File: config.mk
export PLATFORM = sky130hd
export DESIGN_NAME = spi_peripheral_flat
export DESIGN_NICKNAME = d
export VERILOG_FILES = /design/src/rtl/spi_peripheral_if.sv /design/src/rtl/spi_peripheral.sv /design/src/flat_wrapper.sv
export SDC_FILE = /design/constraint.sdc
export NUM_CORES = 1
export LEC_CHECK = 0
export CELL_PAD_IN_SITES_DETAIL_PLACEMENT = 1
export CELL_PAD_IN_SITES_GLOBAL_PLACEMENT = 1
export CORE_ASPECT_RATIO = 1.1
export CORE_MARGIN = 10
export CORE_UTILIZATION = 39
export DETAILED_ROUTE_END_ITERATION = 12
export PLACE_DENSITY_LB_ADDON = 0.1
export SLEW_MARGIN = 10
export SYNTH_ARGS = -nofsm -noshare
export SYNTH_HDL_FRONTEND = slang
export SYNTH_SLANG_ARGS = --single-unit
File: constraint.sdc
create_clock -name i_clk -period 2.02 [get_ports i_clk]
set_clock_uncertainty 0.05 [all_clocks]
set_input_delay 0.202 -clock i_clk [delete_from_list [all_inputs] [get_ports i_clk]]
set_output_delay 0.202 -clock i_clk [all_outputs]
set_load 0.05 [all_outputs]
File: src/rtl/spi_peripheral_if.sv
// SPI peripheral bus bundle: SPI pins plus the TX ready/valid and RX valid-pulse ports.
// The slave modport is the peripheral's view. The master modport is the view of whatever
// drives the pins and the byte interface (top level or testbench).
interface spi_peripheral_if;
  logic       i_sclk;
  logic       i_cs_n;
  logic       i_mosi;
  logic       o_miso;
  logic       o_miso_oe;
  logic [7:0] i_tx_data;
  logic       i_tx_valid;
  logic       o_tx_ready;
  logic [7:0] o_rx_data;
  logic       o_rx_valid;
  logic       o_busy;

  modport slave (
    input  i_sclk, i_cs_n, i_mosi, i_tx_data, i_tx_valid,
    output o_miso, o_miso_oe, o_tx_ready, o_rx_data, o_rx_valid, o_busy
  );

  modport master (
    output i_sclk, i_cs_n, i_mosi, i_tx_data, i_tx_valid,
    input  o_miso, o_miso_oe, o_tx_ready, o_rx_data, o_rx_valid, o_busy
  );
endinterface

File: src/rtl/spi_peripheral.sv
// SPI mode-0 peripheral: oversamples SCLK/CS_n/MOSI in the i_clk domain and shifts 8-bit
// frames MSB-first in both directions. Back-to-back bytes are supported while CS_n stays low.
// It has a one-entry TX buffer (ready/valid) and a one-cycle RX valid pulse.
// Optional macro SPI_PERIPHERAL_STATUS_EN adds the o_underrun and o_frame_abort pulse outputs.
module spi_peripheral #(
  parameter int          SYNC_STAGES = 2,      // 2..3 flip-flops per SPI input
  parameter logic [7:0]  IDLE_BYTE   = 8'hFF   // sent when the TX buffer is empty at a load
) (
  input  logic                 i_clk,
  input  logic                 i_rst,
  spi_peripheral_if.slave      bus
`ifdef SPI_PERIPHERAL_STATUS_EN
  ,
  output logic                 o_underrun,
  output logic                 o_frame_abort
`endif
);

  localparam logic [1:0] ST_WAIT_DESELECT = 2'd0;
  localparam logic [1:0] ST_IDLE          = 2'd1;
  localparam logic [1:0] ST_SHIFT         = 2'd2;

  // Synchronizers and edge detection
  logic [SYNC_STAGES-1:0] sclk_sync_q, cs_sync_q, mosi_sync_q, primed_q;
  logic                   sclk_prev_q;
  logic                   sclk_s, cs_s, mosi_s, primed;
  logic                   sclk_rise, sclk_fall;

  // Datapath and control
  logic [1:0] state_q,    state_d;
  logic [3:0] bit_cnt_q,  bit_cnt_d;
  logic [7:0] tx_shift_q, tx_shift_d;
  logic [7:0] rx_shift_q, rx_shift_d;
  logic [7:0] rx_data_q,  rx_data_d;
  logic       rx_valid_q, rx_valid_d;
  logic       miso_q,     miso_d;
  logic       miso_oe_q,  miso_oe_d;
  logic [7:0] tx_buf_q,   tx_buf_d;
  logic       tx_full_q,  tx_full_d;
  logic       underrun_q, underrun_d;
  logic       abort_q,    abort_d;
  logic       load;
  logic       tx_accept;
  logic [7:0] load_byte;

  assign sclk_s    = sclk_sync_q[SYNC_STAGES-1];
  assign cs_s      = cs_sync_q[SYNC_STAGES-1];
  assign mosi_s    = mosi_sync_q[SYNC_STAGES-1];
  assign primed    = primed_q[SYNC_STAGES-1];
  assign sclk_rise =  sclk_s & ~sclk_prev_q;
  assign sclk_fall = ~sclk_s &  sclk_prev_q;

  assign tx_accept = bus.i_tx_valid & ~tx_full_q;
  assign load_byte = tx_full_q ? tx_buf_q : IDLE_BYTE;

  // Pin synchronizers. primed_q marks when the preset values have been flushed out, so
  // the state machine only reacts to a CS_n level it has actually seen on the pin.
  always_ff @(posedge i_clk or posedge i_rst) begin
    if (i_rst) begin
      sclk_sync_q <= '0;
      cs_sync_q   <= '1;
      mosi_sync_q <= '0;
      primed_q    <= '0;
      sclk_prev_q <= 1'b0;
    end else begin
      // NOTE: non-blocking assignments make every stage sample the previous stage's old
      // value, which produces a real shift chain rather than one collapsed flop.
      sclk_sync_q <= {sclk_sync_q[SYNC_STAGES-2:0], bus.i_sclk};
      cs_sync_q   <= {cs_sync_q[SYNC_STAGES-2:0],   bus.i_cs_n};
      mosi_sync_q <= {mosi_sync_q[SYNC_STAGES-2:0], bus.i_mosi};
      primed_q    <= {primed_q[SYNC_STAGES-2:0],    1'b1};
      sclk_prev_q <= sclk_s;
    end
  end

  // Frame state machine: CS_n deselect wins over any SCLK edge in the same cycle
  always_comb begin
    // NOTE: every signal gets a default before the case so no path leaves one unassigned,
    // which would infer a latch.
    state_d    = state_q;
    bit_cnt_d  = bit_cnt_q;
    tx_shift_d = tx_shift_q;
    rx_shift_d = rx_shift_q;
    rx_data_d  = rx_data_q;
    rx_valid_d = 1'b0;
    miso_d     = miso_q;
    miso_oe_d  = miso_oe_q;
    load       = 1'b0;
    abort_d    = 1'b0;

    case (state_q)
      ST_WAIT_DESELECT: begin
        if (primed && cs_s) state_d = ST_IDLE;
      end
      ST_IDLE: begin
        miso_oe_d = 1'b0;
        if (!cs_s) begin
          load      = 1'b1;
          bit_cnt_d = 4'd0;
          miso_oe_d = 1'b1;
          state_d   = ST_SHIFT;
        end
      end
      ST_SHIFT: begin
        if (cs_s) begin
          abort_d   = (bit_cnt_q != 4'd0) && (bit_cnt_q != 4'd8);
          state_d   = ST_IDLE;
          miso_oe_d = 1'b0;
          miso_d    = 1'b0;
          bit_cnt_d = 4'd0;
        end else if (sclk_rise && bit_cnt_q != 4'd8) begin
          rx_shift_d = {rx_shift_q[6:0], mosi_s};
          bit_cnt_d  = bit_cnt_q + 4'd1;
          if (bit_cnt_q == 4'd7) begin
            rx_data_d  = {rx_shift_q[6:0], mosi_s};
            rx_valid_d = 1'b1;
          end
        end else if (sclk_fall) begin
          if (bit_cnt_q == 4'd8) begin
            bit_cnt_d = 4'd0;
            load      = 1'b1;
          end else if (bit_cnt_q != 4'd0) begin
            tx_shift_d = {tx_shift_q[6:0], 1'b0};
            miso_d     = tx_shift_q[6];
          end
        end
      end
      default: state_d = ST_WAIT_DESELECT;
    endcase

    // A load always presents the new byte's MSB on MISO straight away
    if (load) begin
      tx_shift_d = load_byte;
      miso_d     = load_byte[7];
    end
    underrun_d = load & ~tx_full_q;
  end

  // TX buffer: a load empties it using the old contents, and an accept in the same cycle
  // refills it for the next byte, so there is no bypass path.
  always_comb begin
    tx_full_d = tx_full_q;
    tx_buf_d  = tx_buf_q;
    if (load) tx_full_d = 1'b0;
    if (tx_accept) begin
      tx_full_d = 1'b1;
      tx_buf_d  = bus.i_tx_data;
    end
  end

  // State, datapath and buffer registers
  always_ff @(posedge i_clk or posedge i_rst) begin
    if (i_rst) begin
      state_q    <= ST_WAIT_DESELECT;
      bit_cnt_q  <= 4'd0;
      tx_shift_q <= 8'h00;
      rx_shift_q <= 8'h00;
      rx_data_q  <= 8'h00;
      rx_valid_q <= 1'b0;
      miso_q     <= 1'b0;
      miso_oe_q  <= 1'b0;
      tx_buf_q   <= 8'h00;
      tx_full_q  <= 1'b0;
      underrun_q <= 1'b0;
      abort_q    <= 1'b0;
    end else begin
      state_q    <= state_d;
      bit_cnt_q  <= bit_cnt_d;
      tx_shift_q <= tx_shift_d;
      rx_shift_q <= rx_shift_d;
      rx_data_q  <= rx_data_d;
      rx_valid_q <= rx_valid_d;
      miso_q     <= miso_d;
      miso_oe_q  <= miso_oe_d;
      tx_buf_q   <= tx_buf_d;
      tx_full_q  <= tx_full_d;
      underrun_q <= underrun_d;
      abort_q    <= abort_d;
    end
  end

  assign bus.o_miso     = miso_q;
  assign bus.o_miso_oe  = miso_oe_q;
  assign bus.o_tx_ready = ~tx_full_q;
  assign bus.o_rx_data  = rx_data_q;
  assign bus.o_rx_valid = rx_valid_q;
  assign bus.o_busy     = (state_q == ST_SHIFT);

`ifdef SPI_PERIPHERAL_STATUS_EN
  assign o_underrun    = underrun_q;
  assign o_frame_abort = abort_q;
`else
  // Status pulses are not exported in this build
  logic unused_status;
  assign unused_status = underrun_q ^ abort_q;
`endif

endmodule

File: src/flat_wrapper.sv
// flat-port wrapper written by rule: the top's interface ports become plain ports
module spi_peripheral_flat 
#(
  parameter int          SYNC_STAGES = 2,                                      
  parameter logic [7:0]  IDLE_BYTE   = 8'hFF                                                
)
  (i_clk, i_rst, bus_i_sclk, bus_i_cs_n, bus_i_mosi, bus_i_tx_data, bus_i_tx_valid, bus_o_miso, bus_o_miso_oe, bus_o_tx_ready, bus_o_rx_data, bus_o_rx_valid, bus_o_busy);
  spi_peripheral_if bus_i ();
  input  logic i_clk;
  input  logic i_rst;
  input wire logic [$bits(bus_i.i_sclk)-1:0] bus_i_sclk;
  input wire logic [$bits(bus_i.i_cs_n)-1:0] bus_i_cs_n;
  input wire logic [$bits(bus_i.i_mosi)-1:0] bus_i_mosi;
  input wire logic [$bits(bus_i.i_tx_data)-1:0] bus_i_tx_data;
  input wire logic [$bits(bus_i.i_tx_valid)-1:0] bus_i_tx_valid;
  output wire logic [$bits(bus_i.o_miso)-1:0] bus_o_miso;
  output wire logic [$bits(bus_i.o_miso_oe)-1:0] bus_o_miso_oe;
  output wire logic [$bits(bus_i.o_tx_ready)-1:0] bus_o_tx_ready;
  output wire logic [$bits(bus_i.o_rx_data)-1:0] bus_o_rx_data;
  output wire logic [$bits(bus_i.o_rx_valid)-1:0] bus_o_rx_valid;
  output wire logic [$bits(bus_i.o_busy)-1:0] bus_o_busy;
  assign bus_i.i_sclk = bus_i_sclk;
  assign bus_i.i_cs_n = bus_i_cs_n;
  assign bus_i.i_mosi = bus_i_mosi;
  assign bus_i.i_tx_data = bus_i_tx_data;
  assign bus_i.i_tx_valid = bus_i_tx_valid;
  assign bus_o_miso = bus_i.o_miso;
  assign bus_o_miso_oe = bus_i.o_miso_oe;
  assign bus_o_tx_ready = bus_i.o_tx_ready;
  assign bus_o_rx_data = bus_i.o_rx_data;
  assign bus_o_rx_valid = bus_i.o_rx_valid;
  assign bus_o_busy = bus_i.o_busy;
  spi_peripheral #(.SYNC_STAGES(SYNC_STAGES), .IDLE_BYTE(IDLE_BYTE)) u_core (.i_clk(i_clk), .i_rst(i_rst), .bus(bus_i));
endmodule
== After elaboration in Yosys (flattened, before gate mapping) ==
Cells that the tools add are included.

* Add/sub/neg operators: 1
* Eq/ne operators: 15
* Mux-type cells: 39
* Bitwise logic cells: 7
* Reduce and logical (&&, ||, !) cells: 18

{| class="wikitable"
|+ Operators with widths
! kind !! number
|-
| $mux 7 || 7
|-
| $mux 4 || 5
|-
| $mux 1 || 19
|-
| $reduce_bool 2->1 || 5
|-
| $mux 8 || 1
|-
| $ne 2x1->1 const B || 4
|-
| $ne 4x1->1 const B || 2
|-
| $pmux 4 s2 || 1
|-
| $reduce_and 4->1 || 2
|-
| $mux 2 || 3
|-
| $ne 3x1->1 const B || 2
|-
| $pmux 2 s3 || 1
|-
| $reduce_and 3->1 || 2
|-
| $reduce_and 6->1 || 1
|-
| $reduce_bool 3->1 || 2
|-
| $reduce_and 5->1 || 1
|-
| $add 4x1->4 const B || 1
|-
| $eq 4x3->1 const B || 1
|-
| $eq 4x4->1 const B || 1
|-
| $ne 2x2->1 const B || 2
|-
| $ne 4x4->1 const B || 1
|-
| $not 1->1 || 4
|-
| $pmux 1 s2 || 2
|-
| $reduce_bool 4->1 || 1
|-
| other kinds (6) || 9
|}

* Register bits after elaboration: 49
* Input port bits: 14
* Output and inout bits: 13
* Word-level logic and storage cells: 95

== Depth between registers and ports, before layout ==
* Depth in word-level cells: 8
* Mapped depth: 7

== Worst setup path after synthesis ==
Ideal clock, no wire load.

* Kind: register -> register
* Start: reg u_core.state_q[0]
* End: reg u_core.rx_data_q[0] (netlist: u_core.bus.o_rx_data[0])
* Library setup time: 0.125 ns
* Arrival: 2.073 ns
* Required time: 1.845 ns
* Setup slack: -0.228 ns
* Stages on the path, launching flop included: 6
* Path through: dfrtp_1 inv_1 ha_1 nand2b_4 nor4_4 mux2_2

* Cells in the longest elaborated chain, start to end: 2

{| class="wikitable"
|+ Ends and longest elaborated chain
! what !! line !! text
|-
| start: declaration || spi_peripheral.sv:30 || <nowiki>logic [1:0] state_q, state_d;</nowiki>
|-
| start signal: assignment || spi_peripheral.sv:167 || <nowiki>state_q <= state_d;</nowiki>
|-
| $eq 2x2->1 || -- ||
|-
| net bus_o_busy || flat_wrapper.sv:21 || <nowiki>output wire logic [$bits(bus_i.o_busy)-1:0] bus_o_busy;</nowiki>
|-
| $reduce_and 4->1 (no source line) || -- ||
|-
| end signal: assignment || spi_peripheral.sv:171 || <nowiki>rx_data_q <= rx_data_d;</nowiki>
|-
| end: declaration || spi_peripheral.sv:34 || <nowiki>logic [7:0] rx_data_q, rx_data_d;</nowiki>
|}

The timed path passes the listed nets, and every way through them passes these cells.
A chain may end at the register's enable or synchronous reset.

== Worst setup path after layout ==
* Start: reg u_core.tx_full_q
* End: out bus_o_tx_ready

* Cells in the longest elaborated chain, start to end: 1

{| class="wikitable"
|+ Ends and longest elaborated chain
! what !! line !! text
|-
| start: declaration || spi_peripheral.sv:39 || <nowiki>logic tx_full_q, tx_full_d;</nowiki>
|-
| start signal: assignment || spi_peripheral.sv:176 || <nowiki>tx_full_q <= tx_full_d;</nowiki>
|-
| $not 1->1 || spi_peripheral.sv:184 || <nowiki>assign bus.o_tx_ready = ~tx_full_q;</nowiki>
|-
| end: declaration || flat_wrapper.sv:18 || <nowiki>output wire logic [$bits(bus_i.o_tx_ready)-1:0] bus_o_tx_ready;</nowiki>
|}

No other way between the ends.

==> impl_metrics.env <==
export IMPL_avgSynthCellArea_um2=12.01
export IMPL_gp_congestion=0.7275
export IMPL_fin_setup_tns_ns=0
export IMPL_place_hpwl_mm=3.263
export IMPL_r2r_end="u_core.bit_cnt_q[1]"
export IMPL_yosys_cell_types_count=32
export IMPL_gr_usage_met3_pct=3.246
export IMPL_numPortBuffers=26
export IMPL_worstSkewPairLatency_ns=0.30
export IMPL_placedCellCount=280
export IMPL_grt_usage_pct=10.48
export IMPL_synth_cells=177
export IMPL_synth_seq_cells=49
export IMPL_antenna_found_initial=0
export IMPL_period_share_pct=95.76
export IMPL_yosysTopAreaCell="dfrtp_1"
export IMPL_slew_viol_final=0
export IMPL_synth_nets=198
export IMPL_cp_required_ns=1.77
export IMPL_regToRegSetupSlack_ns=0.14
export IMPL_p_per_area_nw_per_um2=1201
export IMPL_wl_per_cell_um=14.97
export IMPL_crit_arrival_ns=1.68
export IMPL_max_slew_margin_pct=66.22
export IMPL_fin_crit_ns=1.934
export IMPL_avgViaCountPerCell=4.795
export IMPL_layout_nets=233
export IMPL_grt_util_met1_pct=12.08
export IMPL_post_cts_buffers=0
export IMPL_whs_ns=0.1397
export IMPL_grt_pass1_wl_mm=7.590
export IMPL_grt_max_degree=26
export IMPL_cts_htree_levels=2
export IMPL_hold_viol=0
export IMPL_grt_overflow=0
export IMPL_drive_gt1_share_pct=19.72
export IMPL_cts_root_buffer="clkbuf_8"
export IMPL_grt_pass1_vias=1551
export IMPL_post_layout_nonfiller_instances=288
export IMPL_max_freq_mhz=517.0
export IMPL_synth_top_area_share_pct=55.33
export IMPL_areaGrowthSynthToFinish_pct=25.31
export IMPL_status="completed"
export IMPL_hp_class="primary input to async pin"
export IMPL_start_util_pct=39.92
export IMPL_cts_buffers=5
export IMPL_crit_type="flop to output pin"
export IMPL_antenna_cells=0
export IMPL_irDropWorstVdd_v=0.0006359
export IMPL_vias=1381
export IMPL_yosys_top_cells_area="dfrtp_1, mux2_2, mux2i_1"
export IMPL_finalSetupViolCount=0
export IMPL_ff2ff_path_depth=6
export IMPL_max_cap_violations=0
export IMPL_critPathMaxFanout=10
export IMPL_cts_tree="done"
export IMPL_die_h_um=97.43
export IMPL_fin_ws_ns=0.08561
export IMPL_regToRegStartpoint="u_core.bit_cnt_q[0]"
export IMPL_endpoint_kind="output pin"
export IMPL_clkTransAtPathRegs_ns=0.09
export IMPL_rsz0062_at_grt="no"
export IMPL_dieArea_um2=8807
export IMPL_syn_area_um2=2126
export IMPL_detail_route_wirelength_mm=4.311
export IMPL_ys_warn_count=0
export IMPL_ios=27
export IMPL_dp_slack_ns=0.04295
export IMPL_drtIter0Drc=49
export IMPL_dieWidth_um=90.40
export IMPL_leakage_nw=1.226
export IMPL_grt_busiest_layer="met2"
export IMPL_cts_num_sinks=49
export IMPL_core_um2=5325
export IMPL_firstDrtPassIters=4
export IMPL_cts_max_path_buffers=2
export IMPL_crit_path_start_kind="flop"
export IMPL_use_met2_pct=17.56
export IMPL_worst_slew_pin_slew_ns=0.5051
export IMPL_ys_seq_area_share_pct=57.80
export IMPL_rows=28
export IMPL_drc=0
export IMPL_drtAntennaViolNets=0
[worst max-delay path, cell delays in order (launching register included)]
cell,delay [ns]
dfrtp_1,0.39
inv_2,0.15
clkdlybuf4s50_1,0.84
[final cells by class]
cell class / instances / area [um2]
Timing Repair Buffer: 32 / 315.3
Clock inverter: 3 / 65.06
Tap cell: 75 / 93.84
Multi-Input combinational cell: 113 / 850.8
Fill cell: 562 / 2661
Sequential cell: 49 / 1229
Inverter: 11 / 41.29
Clock buffer: 5 / 68.82
[cell usage after synthesis]
master and number:
a2111o_1 1, a21oi_1 6, a31oi_1 2, and2b_1 2, and3b_1 1, buf_2 1
buf_6 1, clkbuf_1 2, conb_1 1, dfrtp_1 47, dfstp_2 2, ha_1 7
inv_1 10, inv_2 1, mux2_2 17, mux2i_1 16, nand2_1 28, nand2b_1 4
nand2b_4 1, nand3_1 3, nand4_1 2, nor2_1 8, nor2b_1 2, nor3_1 2
nor3_2 1, nor3b_1 1, nor4_4 1, o21ai_0 1, o21bai_1 3, o221ai_1 1
or2_2 1, or3_1 1
[state kept, by name (all words and copies together) (netlist names)]
signal	count
u_core.rx_shift_q	7
u_core.bus.o_rx_valid	1
u_core.tx_full_q	1
u_core.bit_cnt_q	4
u_core.state_q	2
u_core.primed_q	2
u_core.cs_sync_q	2
u_core.sclk_sync_q	2
u_core.bus.o_rx_data	8
u_core.sclk_prev_q	1
u_core.bus.o_miso_oe	1
u_core.tx_shift_q	7
u_core.tx_buf_q	8
u_core.mosi_sync_q	2
u_core.bus.o_miso	1
[cells in the final DEF (no fill, tap or decap), types with 3 or more instances in the layout]
master and count:
mux2_2 17, inv_1 9, nand2_1 28, a21oi_1 6, nor2_1 8, clkbuf_8 5, o21bai_1 3, nand3_1 3
mux2i_1 16, clkdlybuf4s50_1 25, nand2b_1 4, ha_1 6, dfrtp_1 47, buf_4 6
[layer usage]
metal | routed length (um) | share of wire, % | vias up
li1 | - | - | 662
met1 | 1932 | 45 | 692
met2 | 2127 | 49 | 20
met3 | 162 | 3.8 | 7
met4 | 89 | 2.1 | 0
met5 | 0 | 0 | -
[worst max-delay path by stage]
stage | slack [ns] | to | from
after floorplan | 0.10 | u_core.bus.o_rx_data[0] | u_core.state_q[0]
after global placement | 0.20 | u_core.bit_cnt_q[2] | u_core.bit_cnt_q[0]
after detailed placement | 0.04 | u_core.bit_cnt_q[1] | u_core.bit_cnt_q[0]
after CTS | 0.01 | u_core.bit_cnt_q[1] | u_core.bit_cnt_q[0]
after global routing | 0.004 | u_core.tx_shift_q[3] | u_core.state_q[0]
final | 0.09 | bus_o_tx_ready | u_core.tx_full_q
[cells by family (layout without fill, tap and decap cells)]
| kind of cell | after synthesis | in the layout | synth area share [%] |
|---|---|---|---|
| buffers and inverters | 15 | 51 | 3.061 |
| and+or+nand+nor | 58 | 58 | 14.07 |
| DFF | 49 | 49 | 57.80 |
| other | 1 | 1 | 0.1764 |
| AOI/OAI and AO/OA | 14 | 14 | 4.237 |
| adders and majority gates | 7 | 7 | 4.120 |
| muxes | 33 | 33 | 16.54 |
[through the flow]
step | instance area (um2) | power, W | util, %
4_1_cts | 2658 | 0.003247 | 49.91
2_1_floorplan | 2138 | 0.002106 | -
3_5_place_dp | 2524 | 0.002418 | 47.39
6_report | 2664 | 0.003198 | 50.02
5_1_grt | 2664 | 0.003423 | 50.02
3_3_place_gp | 2524 | 0.002346 | 47.39
[repair_timing]
action                     in CTS  in global routing
hold buffers                    0                  0
resized for setup               0                  1
setup endpoints to repair       0                  3
[report_power, final]
part | switching [W] | internal (W) | total (W)
logic | 0.000572 | 0.000446 | 0.00102
clock network | 0.000319 | 0.000492 | 0.000811
registers | 0.000151 | 0.00122 | 0.00137
Note: power is estimated with default switching activity, not from simulation.
